[src/rtl/serial_cmp_ctrl_pkg.sv]
// Shared definitions for the bit-serial magnitude compare controller.
package cmp_ctrl_pkg;
  typedef enum logic [1:0] {
    ST_IDLE = 2'd0,
    ST_CMP  = 2'd1,
    ST_DONE = 2'd2
  } state_t;
endpackage

[src/rtl/serial_cmp_ctrl_if.sv]
// Requester-side handshake and result bus of the serial comparator.
interface serial_cmp_ctrl_if #(
  parameter int WIDTH = 8,
  parameter int CNT_W = $clog2(WIDTH + 1)
);
  logic             start;
  logic [WIDTH-1:0] a_in;
  logic [WIDTH-1:0] b_in;
  logic             busy;
  logic             done;
  logic             smaller;
  logic             greater;
  logic             equal;
  logic [CNT_W-1:0] bits_used;

  modport master (
    output start, a_in, b_in,
    input  busy, done, smaller, greater, equal, bits_used
  );

  modport slave (
    input  start, a_in, b_in,
    output busy, done, smaller, greater, equal, bits_used
  );
endinterface

[src/rtl/serial_cmp_ctrl_cmp.sv]
// Combinational 1-bit magnitude comparator cell.
module comparator_1bit (
  input  logic a,
  input  logic b,
  output logic smaller,
  output logic greater,
  output logic equal
);
  assign smaller = ~a & b;
  assign greater = a & ~b;
  assign equal   = ~(a ^ b);
endmodule

[src/rtl/serial_cmp_ctrl.sv]
// MSB-first bit-serial compare of two unsigned words on a shared 1-bit cell,
// terminating on the first differing bit.
module serial_cmp_ctrl
  import cmp_ctrl_pkg::*;
#(
  parameter int WIDTH = 8,
  parameter int CNT_W = $clog2(WIDTH + 1)
) (
  input  logic           clk,
  input  logic           rst,
  serial_cmp_ctrl_if.slave bus
);
  localparam int IDX_W = (WIDTH > 1) ? $clog2(WIDTH) : 1;

  state_t           state, state_n;
  logic [WIDTH-1:0] sa, sb;
  logic [IDX_W-1:0] idx;
  logic [CNT_W-1:0] cnt;
  logic             smaller, greater, equal;
  logic [CNT_W-1:0] bits_used;
  logic             c_sm, c_gt, c_eq;

  comparator_1bit u_cell (
    .a       (sa[WIDTH-1]),
    .b       (sb[WIDTH-1]),
    .smaller (c_sm),
    .greater (c_gt),
    .equal   (c_eq)
  );

  wire last_bit = (idx == '0);

  always_comb begin
    state_n = state;
    case (state)
      ST_IDLE: if (bus.start)          state_n = ST_CMP;
      ST_CMP:  if (!c_eq || last_bit)  state_n = ST_DONE;
      ST_DONE:                         state_n = ST_IDLE;
      default:                         state_n = ST_IDLE;
    endcase
  end

  always_ff @(posedge clk) begin
    if (rst) begin
      state     <= ST_IDLE;
      sa        <= '0;
      sb        <= '0;
      idx       <= '0;
      cnt       <= '0;
      smaller   <= 1'b0;
      greater   <= 1'b0;
      equal     <= 1'b0;
      bits_used <= '0;
    end else begin
      state <= state_n;
      case (state)
        ST_IDLE: if (bus.start) begin
          sa  <= bus.a_in;
          sb  <= bus.b_in;
          idx <= IDX_W'(WIDTH - 1);
          cnt <= '0;
        end
        ST_CMP: begin
          cnt <= cnt + CNT_W'(1);
          // Results only move at the terminating bit so they stay stable mid-compare.
          if (!c_eq) begin
            smaller   <= c_sm;
            greater   <= c_gt;
            equal     <= 1'b0;
            bits_used <= cnt + CNT_W'(1);
          end else if (last_bit) begin
            smaller   <= 1'b0;
            greater   <= 1'b0;
            equal     <= 1'b1;
            bits_used <= CNT_W'(WIDTH);
          end else begin
            sa  <= sa << 1;
            sb  <= sb << 1;
            idx <= idx - IDX_W'(1);
          end
        end
        default: ;
      endcase
    end
  end

  assign bus.busy      = (state == ST_CMP) || (state == ST_DONE);
  assign bus.done      = (state == ST_DONE);
  assign bus.smaller   = smaller;
  assign bus.greater   = greater;
  assign bus.equal     = equal;
  assign bus.bits_used = bits_used;
endmodule

[src/flat_wrapper.sv]
// flat-port wrapper written by rule: the top's interface ports become plain ports
module serial_cmp_ctrl_flat import cmp_ctrl_pkg::*;
#(
  parameter int WIDTH = 8,
  parameter int CNT_W = $clog2(WIDTH + 1)
)
  (clk, rst, bus_start, bus_a_in, bus_b_in, bus_busy, bus_done, bus_smaller, bus_greater, bus_equal, bus_bits_used);
  serial_cmp_ctrl_if #(.WIDTH(WIDTH), .CNT_W(CNT_W)) bus_i ();
  input  logic clk;
  input  logic rst;
  input wire logic [$bits(bus_i.start)-1:0] bus_start;
  input wire logic [$bits(bus_i.a_in)-1:0] bus_a_in;
  input wire logic [$bits(bus_i.b_in)-1:0] bus_b_in;
  output wire logic [$bits(bus_i.busy)-1:0] bus_busy;
  output wire logic [$bits(bus_i.done)-1:0] bus_done;
  output wire logic [$bits(bus_i.smaller)-1:0] bus_smaller;
  output wire logic [$bits(bus_i.greater)-1:0] bus_greater;
  output wire logic [$bits(bus_i.equal)-1:0] bus_equal;
  output wire logic [$bits(bus_i.bits_used)-1:0] bus_bits_used;
  assign bus_i.start = bus_start;
  assign bus_i.a_in = bus_a_in;
  assign bus_i.b_in = bus_b_in;
  assign bus_busy = bus_i.busy;
  assign bus_done = bus_i.done;
  assign bus_smaller = bus_i.smaller;
  assign bus_greater = bus_i.greater;
  assign bus_equal = bus_i.equal;
  assign bus_bits_used = bus_i.bits_used;
  serial_cmp_ctrl #(.WIDTH(WIDTH), .CNT_W(CNT_W)) u_core (.clk(clk), .rst(rst), .bus(bus_i));
endmodule
[config.mk]
export PLATFORM = sky130hd
export DESIGN_NAME = serial_cmp_ctrl_flat
export DESIGN_NICKNAME = d
export VERILOG_FILES = /design/src/rtl/serial_cmp_ctrl_pkg.sv /design/src/rtl/serial_cmp_ctrl_if.sv /design/src/rtl/serial_cmp_ctrl_cmp.sv /design/src/rtl/serial_cmp_ctrl.sv /design/src/flat_wrapper.sv
export SDC_FILE = /design/constraint.sdc
export NUM_CORES = 1
export LEC_CHECK = 0
export CAP_MARGIN = 0
export CORE_MARGIN = 8
export CORE_UTILIZATION = 30
export DETAILED_ROUTE_END_ITERATION = 6
export SETUP_SLACK_MARGIN = 0.3
export SLEW_MARGIN = 25
export SYNTH_ARGS = -nofsm -noshare
export SYNTH_HDL_FRONTEND = slang
export SYNTH_SLANG_ARGS = --single-unit
[constraint.sdc]
create_clock -name clk -period 2.1 [get_ports clk]
set_input_delay 0.42 -clock clk [delete_from_list [all_inputs] [get_ports clk]]
set_output_delay 0.42 -clock clk [all_outputs]
set_load 0.01 [all_outputs]
# Word level (Yosys, flattened, before mapping)
# Cells that the tools add are included.
word_totals:
  regBits: 32
  latchBits: 0
  ram_bits: 0
  romBits: 0
  input_bits: 19
  output_inout_bits: 9
  wordCells: 56
  mem_count: 0
classes:
  addsub: 2
  n_mul: 0
  div_mod_pow: 0
  order_cmp: 0
  eq_ne: 6
  shift: 0
  muxes: 24
  bitwise: 5
  reduce_logical: 10
ops:
  columns: ["operator", "n"]
  rows:
  - ["2-to-1 mux 8 bit", 6]
  - ["one-hot mux 8 bit (2 select lines)", 2]
  - ["2-to-1 mux 4 bit", 3]
  - ["2-to-1 mux 3 bit", 3]
  - ["one-hot mux 4 bit (2 select lines)", 1]
  - ["inequality test 2 bit, second input constant", 3]
  - ["one-hot mux 3 bit (2 select lines)", 1]
  - ["AND reduction 2 bit", 3]
  - ["2-to-1 mux 1 bit", 5]
  - ["adder 4 x 1 -> 4 bit, second input constant", 1]
  - ["2-to-1 mux 2 bit", 2]
  - ["one-hot mux 2 bit (2 select lines)", 1]
  - ["AND reduction 4 bit", 1]
  - ["nonzero test 2 bit", 2]
  - ["zero test 3 bit", 1]
  - ["subtractor 3 x 1 -> 3 bit, second input constant", 1]
  - ["AND 1 bit", 2]
  - ["== test 2 x 1 -> 1 bit, second input constant", 1]
  - ["== test 2 bit, second input constant", 1]
  - ["zero test 2 bit", 1]
  - ["logical OR 1 bit", 2]
  - ["inequality test 2 x 1 -> 1 bit, second input constant", 1]
  - ["NOT 1 bit", 2]
  - ["XOR 1 bit", 1]

# Depth between registers and ports, before layout
depth:
  depth_word: 4
  depth_mapped: 8
  depth_no_buf: 6

# By module
# A second synthesis with hierarchy kept.
unflattened:
  hier_cells: 166
  area_unflattened_um2: 1649.1
modules_own_cells:
  columns: ["module", "n_inst", "cells_per_inst", "area_per_inst_um2"]
  rows:
  - ["serial_cmp_ctrl", 1, 162, 1616.6]
  - ["comparator_1bit", 1, 4, 32.5]

# Least setup slack after synthesis
# Ideal clock, no wire load.
synth_path:
  path_type: "register to register"
  from: "register u_core.state[1]"
  to: "register u_core.sa[7]"
  setup_ps: 81
  arrival_time_ps: 1657
  required_time_ps: 2019
  setup_slack_ps: 363
  stages_incl_launch_ff: 9
  n_path_buf: 2
  period_less_slack_ps: 1737
  cell_sequence: "dfxtp_1 inv_1 ha_1 and3b_1 clkbuf_1 nor3b_4 buf_6 nor2_1 a211oi_2"
synth_between:
  elab_chain_cells: 3
synth_rtl:
  columns: ["element", "line_no", "rtl"]
  rows:
  - ["start: declaration", "serial_cmp_ctrl.sv:15", "state_t state, state_n;"]
  - ["start signal: assignment", "serial_cmp_ctrl.sv:55", "state <= state_n;"]
  - ["== test 2 x 1 -> 1 bit / zero test 2 bit (equally long branches)", "serial_cmp_ctrl.sv:56", "case (state)"]
  - ["inequality test 2 bit (no line) / nonzero test 2 bit (equally long branches)", null, null]
  - ["AND reduction 4 bit (no line)", null, null]
  - ["end signal: assignment", "serial_cmp_ctrl.sv:58", "sa <= bus.a_in;"]
  - ["end signal: assignment", "serial_cmp_ctrl.sv:77", "sa <= sa << 1;"]
  - ["end: declaration", "serial_cmp_ctrl.sv:16", "logic [WIDTH-1:0] sa, sb;"]
# Parallel ways exist; a longest one is shown, timed or not.
# A chain may end at the register's enable or synchronous reset.

# Final worst setup path
layout_path:
  from: "register u_core.state[0]"
  to: "register u_core.idx[2]"
layout_between:
  elab_chain_cells: 3
layout_rtl:
  columns: ["element", "line_no", "rtl"]
  rows:
  - ["== test 2 x 1 -> 1 bit / zero test 2 bit (equally long branches)", "serial_cmp_ctrl.sv:56", null]
  - ["inequality test 2 bit (no line) / nonzero test 2 bit (equally long branches)", null, null]
  - ["AND reduction 4 bit (no line)", null, null]
  - ["end signal: assignment", "serial_cmp_ctrl.sv:60", "idx <= IDX_W'(WIDTH - 1);"]
  - ["end signal: assignment", "serial_cmp_ctrl.sv:79", "idx <= idx - IDX_W'(1);"]
  - ["end: declaration", "serial_cmp_ctrl.sv:17", "logic [IDX_W-1:0] idx;"]
# Parallel ways exist; a longest one is shown, timed or not.

==> results.sh <==
export IMPL_status="finished clean"
export IMPL_syn2layout_area_growth_pct=44.5
export IMPL_die_area_mm2=0.00816
export IMPL_cts_tree="done"
export IMPL_drive_gt1_frac=0.297
export IMPL_postCtsHoldBufs=0
export IMPL_critPathLaunchType="flip-flop"
export IMPL_p_int_mw=1.97
export IMPL_finalClockSkew_ns=0.00648
export IMPL_ys_types=35
export IMPL_finalSetupViolCount=0
export IMPL_yosys_warnings=0
export IMPL_leakage_nw=0.888
export IMPL_fillers=536
export IMPL_detail_route_antenna_nets=0
export IMPL_maxCapViolCount=0
export IMPL_initial_core_util=0.307
export IMPL_worstSetupEndpointType="flip-flop"
export IMPL_grt_max_degree=35
export IMPL_synth_most_common_cell="dfxtp_1"
export IMPL_tns_ns=0
export IMPL_diodes=0
export IMPL_cts_sinks=32
export IMPL_die_h_um=90.3
export IMPL_synth_top_area_frac=0.386
export IMPL_fin_total_pwr_mw=3.02
export IMPL_ys_top_cells_by_count="dfxtp_1 (32), nor2_1 (27), mux2i_1 (16), a211oi_2 (14)"
export IMPL_slew_headroom=0.738
export IMPL_finalHoldViolCount=0
export IMPL_path_clk_slew_ns=0.07
export IMPL_syn_cell_area_mm2=0.00166
export IMPL_r2r_start="u_core.state[0]"
export IMPL_synth_async_reset_ratio=0
export IMPL_core_area_mm2=0.00541
export IMPL_io_buffers=27
export IMPL_worstPathArrival_ns=1.93
export IMPL_dp_hpwl_mm=2.53
export IMPL_cts_buffer_depth=2
export IMPL_synth_edf_count=0
export IMPL_synth_area_top_cells="dfxtp_1 (39%), a211oi_2 (11%), mux2i_1 (9.7%)"
export IMPL_grt_pass1_wl_mm=5.89
export IMPL_fmax_mhz=571
export IMPL_cts_buffers=5
export IMPL_post_route_min_period_ns=1.75
export IMPL_grt_remaining_overflow=0
export IMPL_final_max_slew_viol_count=0
export IMPL_syn_inst=175
export IMPL_placed_area_mm2=0.00204
export IMPL_rsz0062_at_grt="false"
export IMPL_p_comb_frac=0.511
export IMPL_path_max_fanout=8
export IMPL_worst_slack_ns=0.348
export IMPL_io_pins=28
export IMPL_hold_slack_ns=0.471
export IMPL_track_usage=0.0899
export IMPL_critPathLaunch="u_core.state[0]"
export IMPL_htree_levels=2
export IMPL_final_nets=249
export IMPL_synth_top_cell_by_area="dfxtp_1"
export IMPL_hold_start="u_core.sa[0]"
export IMPL_pwr_share_seq=0.296
export IMPL_wire_per_inst_um=13.4
export IMPL_drt_iter0_markers=53
export IMPL_swShare=0.348
export IMPL_tightest_slew_ns=0.392
export IMPL_wirelength_mm=3.93
export IMPL_p_switching_mw=1.05
export IMPL_ys_seq_area_frac=0.386
export IMPL_path_class="flip-flop to flip-flop"
export IMPL_finalInstanceArea_mm2=0.00240
export IMPL_post_route_drc_count=0
export IMPL_antenna_found_initial=0
export IMPL_dr_pass1_iters=4
export IMPL_required_ns=2.28
export IMPL_gp_congestion=0.731
export IMPL_row_count=27
export IMPL_clkLatencyLatePin_ns=0.28
export IMPL_fp_dieW_um=90.3
export IMPL_power_density_mw_per_mm2=1260
export IMPL_vias=1391
export IMPL_first_global_vias=1281
export IMPL_syn_avg_cell_area_um2=9.47
export IMPL_p_clk_frac=0.192
export IMPL_synth_main_ff_cell="dfxtp_1"
export IMPL_hold_path_class="flip-flop to flip-flop"
export IMPL_routed_via_density=4.73
export IMPL_vdd_drop_max_v=0.000483
export IMPL_ctsRootBufferMaster="clkbuf_8"
export IMPL_synth_seq_cells=32
export IMPL_dp_slack_ns=0.217
export IMPL_min_period_over_period=0.834
export IMPL_synth_fp_nets=203
-- layer usage --
metal | routed length (um) | share of wire | GRT usage
met1 | 1850 | 0.47 | 0.100
met2 | 1800 | 0.46 | 0.142
met3 | 214 | 0.054 | 0.0399
met4 | 73 | 0.019 | 0.0458
met5 | 0 | 0 | 0
-- path summary, 6_finish.rpt --
check                  end  slack [ns]  cells after the start
min           u_core.sa[0]        0.47                      2
min reg2reg   u_core.sa[0]        0.47                      2
max reg2reg  u_core.idx[2]        0.35                      7
max          u_core.idx[2]        0.35                      7
-- sequential cells by signal, indices dropped and copies added (netlist names) --
| signal | flops |
|---|---|
| u_core.sa | 8 |
| u_core.sb | 8 |
| u_core.bus.bits_used | 4 |
| u_core.cnt | 4 |
| u_core.idx | 3 |
| u_core.state | 2 |
| u_core.bus.equal | 1 |
| u_core.bus.greater | 1 |
| u_core.bus.smaller | 1 |
-- power by group through the flow --
stage               clock [mW]  combinational [mW]  sequential (mW)
detailed placement           0                1.14            0.886
global route             0.628                1.69            0.918
floorplan                    0               0.854            0.870
finish                   0.581                1.54            0.895
global placement             0                1.12            0.882
CTS                      0.601                1.13            0.875
-- cells by family (layout without fill, tap and decap cells) --
kind of cell | count (synthesis) | in the layout | synth area share
adder cells (fa/ha/maj) | 9 | 9 | 0.0679
flip-flops | 32 | 32 | 0.386
multiplexers | 17 | 17 | 0.103
AO/OA/AOI/OAI | 40 | 40 | 0.210
XOR/XNOR | 2 | 2 | 0.0106
buffers and inverters | 17 | 64 | 0.0513
AND/OR/NAND/NOR | 58 | 58 | 0.171
-- repair_timing --
| action | in CTS | in global routing |
|---|---|---|
| setup endpoints to repair | 20 | 18 |
| setup buffers | 0 | 13 |
| hold endpoints to repair | 0 | 0 |
| cloned | 0 | 2 |
| pin swaps | 0 | 5 |
| resized for setup | 5 | 20 |
-- per-stage QoR --
stage	instances	utilization
6_report	294	0.443
5_1_grt	294	0.443
4_1_cts	279	0.397
3_5_place_dp	271	0.377
3_3_place_gp	271	0.377
2_1_floorplan	175	-
-- final cells by class --
cell class	count	area [um2]	share of cell area
Clock buffer	6	72.6	0.0303
Clock inverter	2	35.0	0.0146
Inverter	7	28.8	0.0120
Multi-Input combinational cell	126	1000	0.418
Sequential cell	32	649	0.271
Tap cell	72	90.1	0.0376
Timing Repair Buffer	49	518	0.216
-- worst max-delay path: stages (launching register included) --
cell	delay (ns)
dfxtp_4	0.39
inv_2	0.06
ha_4	0.18
mux2i_2	0.17
nor3b_4	0.40
clkbuf_16	0.24
a41o_1	0.17
nor2_1	0.04
-- layout by cell type, fill, tap and decap left out, types with 2 or more instances in the layout --
cell type / n
nor2b_1: 3
inv_2: 2
a21oi_1: 9
dfxtp_1: 27
nor3_1: 5
nand2b_1: 4
nand3_1: 4
buf_4: 16
nand2_1: 8
clkbuf_8: 5
dlygate4sd2_1: 2
o21ai_0: 3
dfxtp_2: 4
buf_12: 4
ha_1: 4
nor2_1: 27
mux2i_1: 15
clkbuf_16: 2
xor2_1: 2
a31oi_1: 3
a22oi_1: 3
ha_4: 4
a211oi_2: 14
inv_1: 4
clkdlybuf4s50_1: 25
Power figures use the tool's default switching activity.
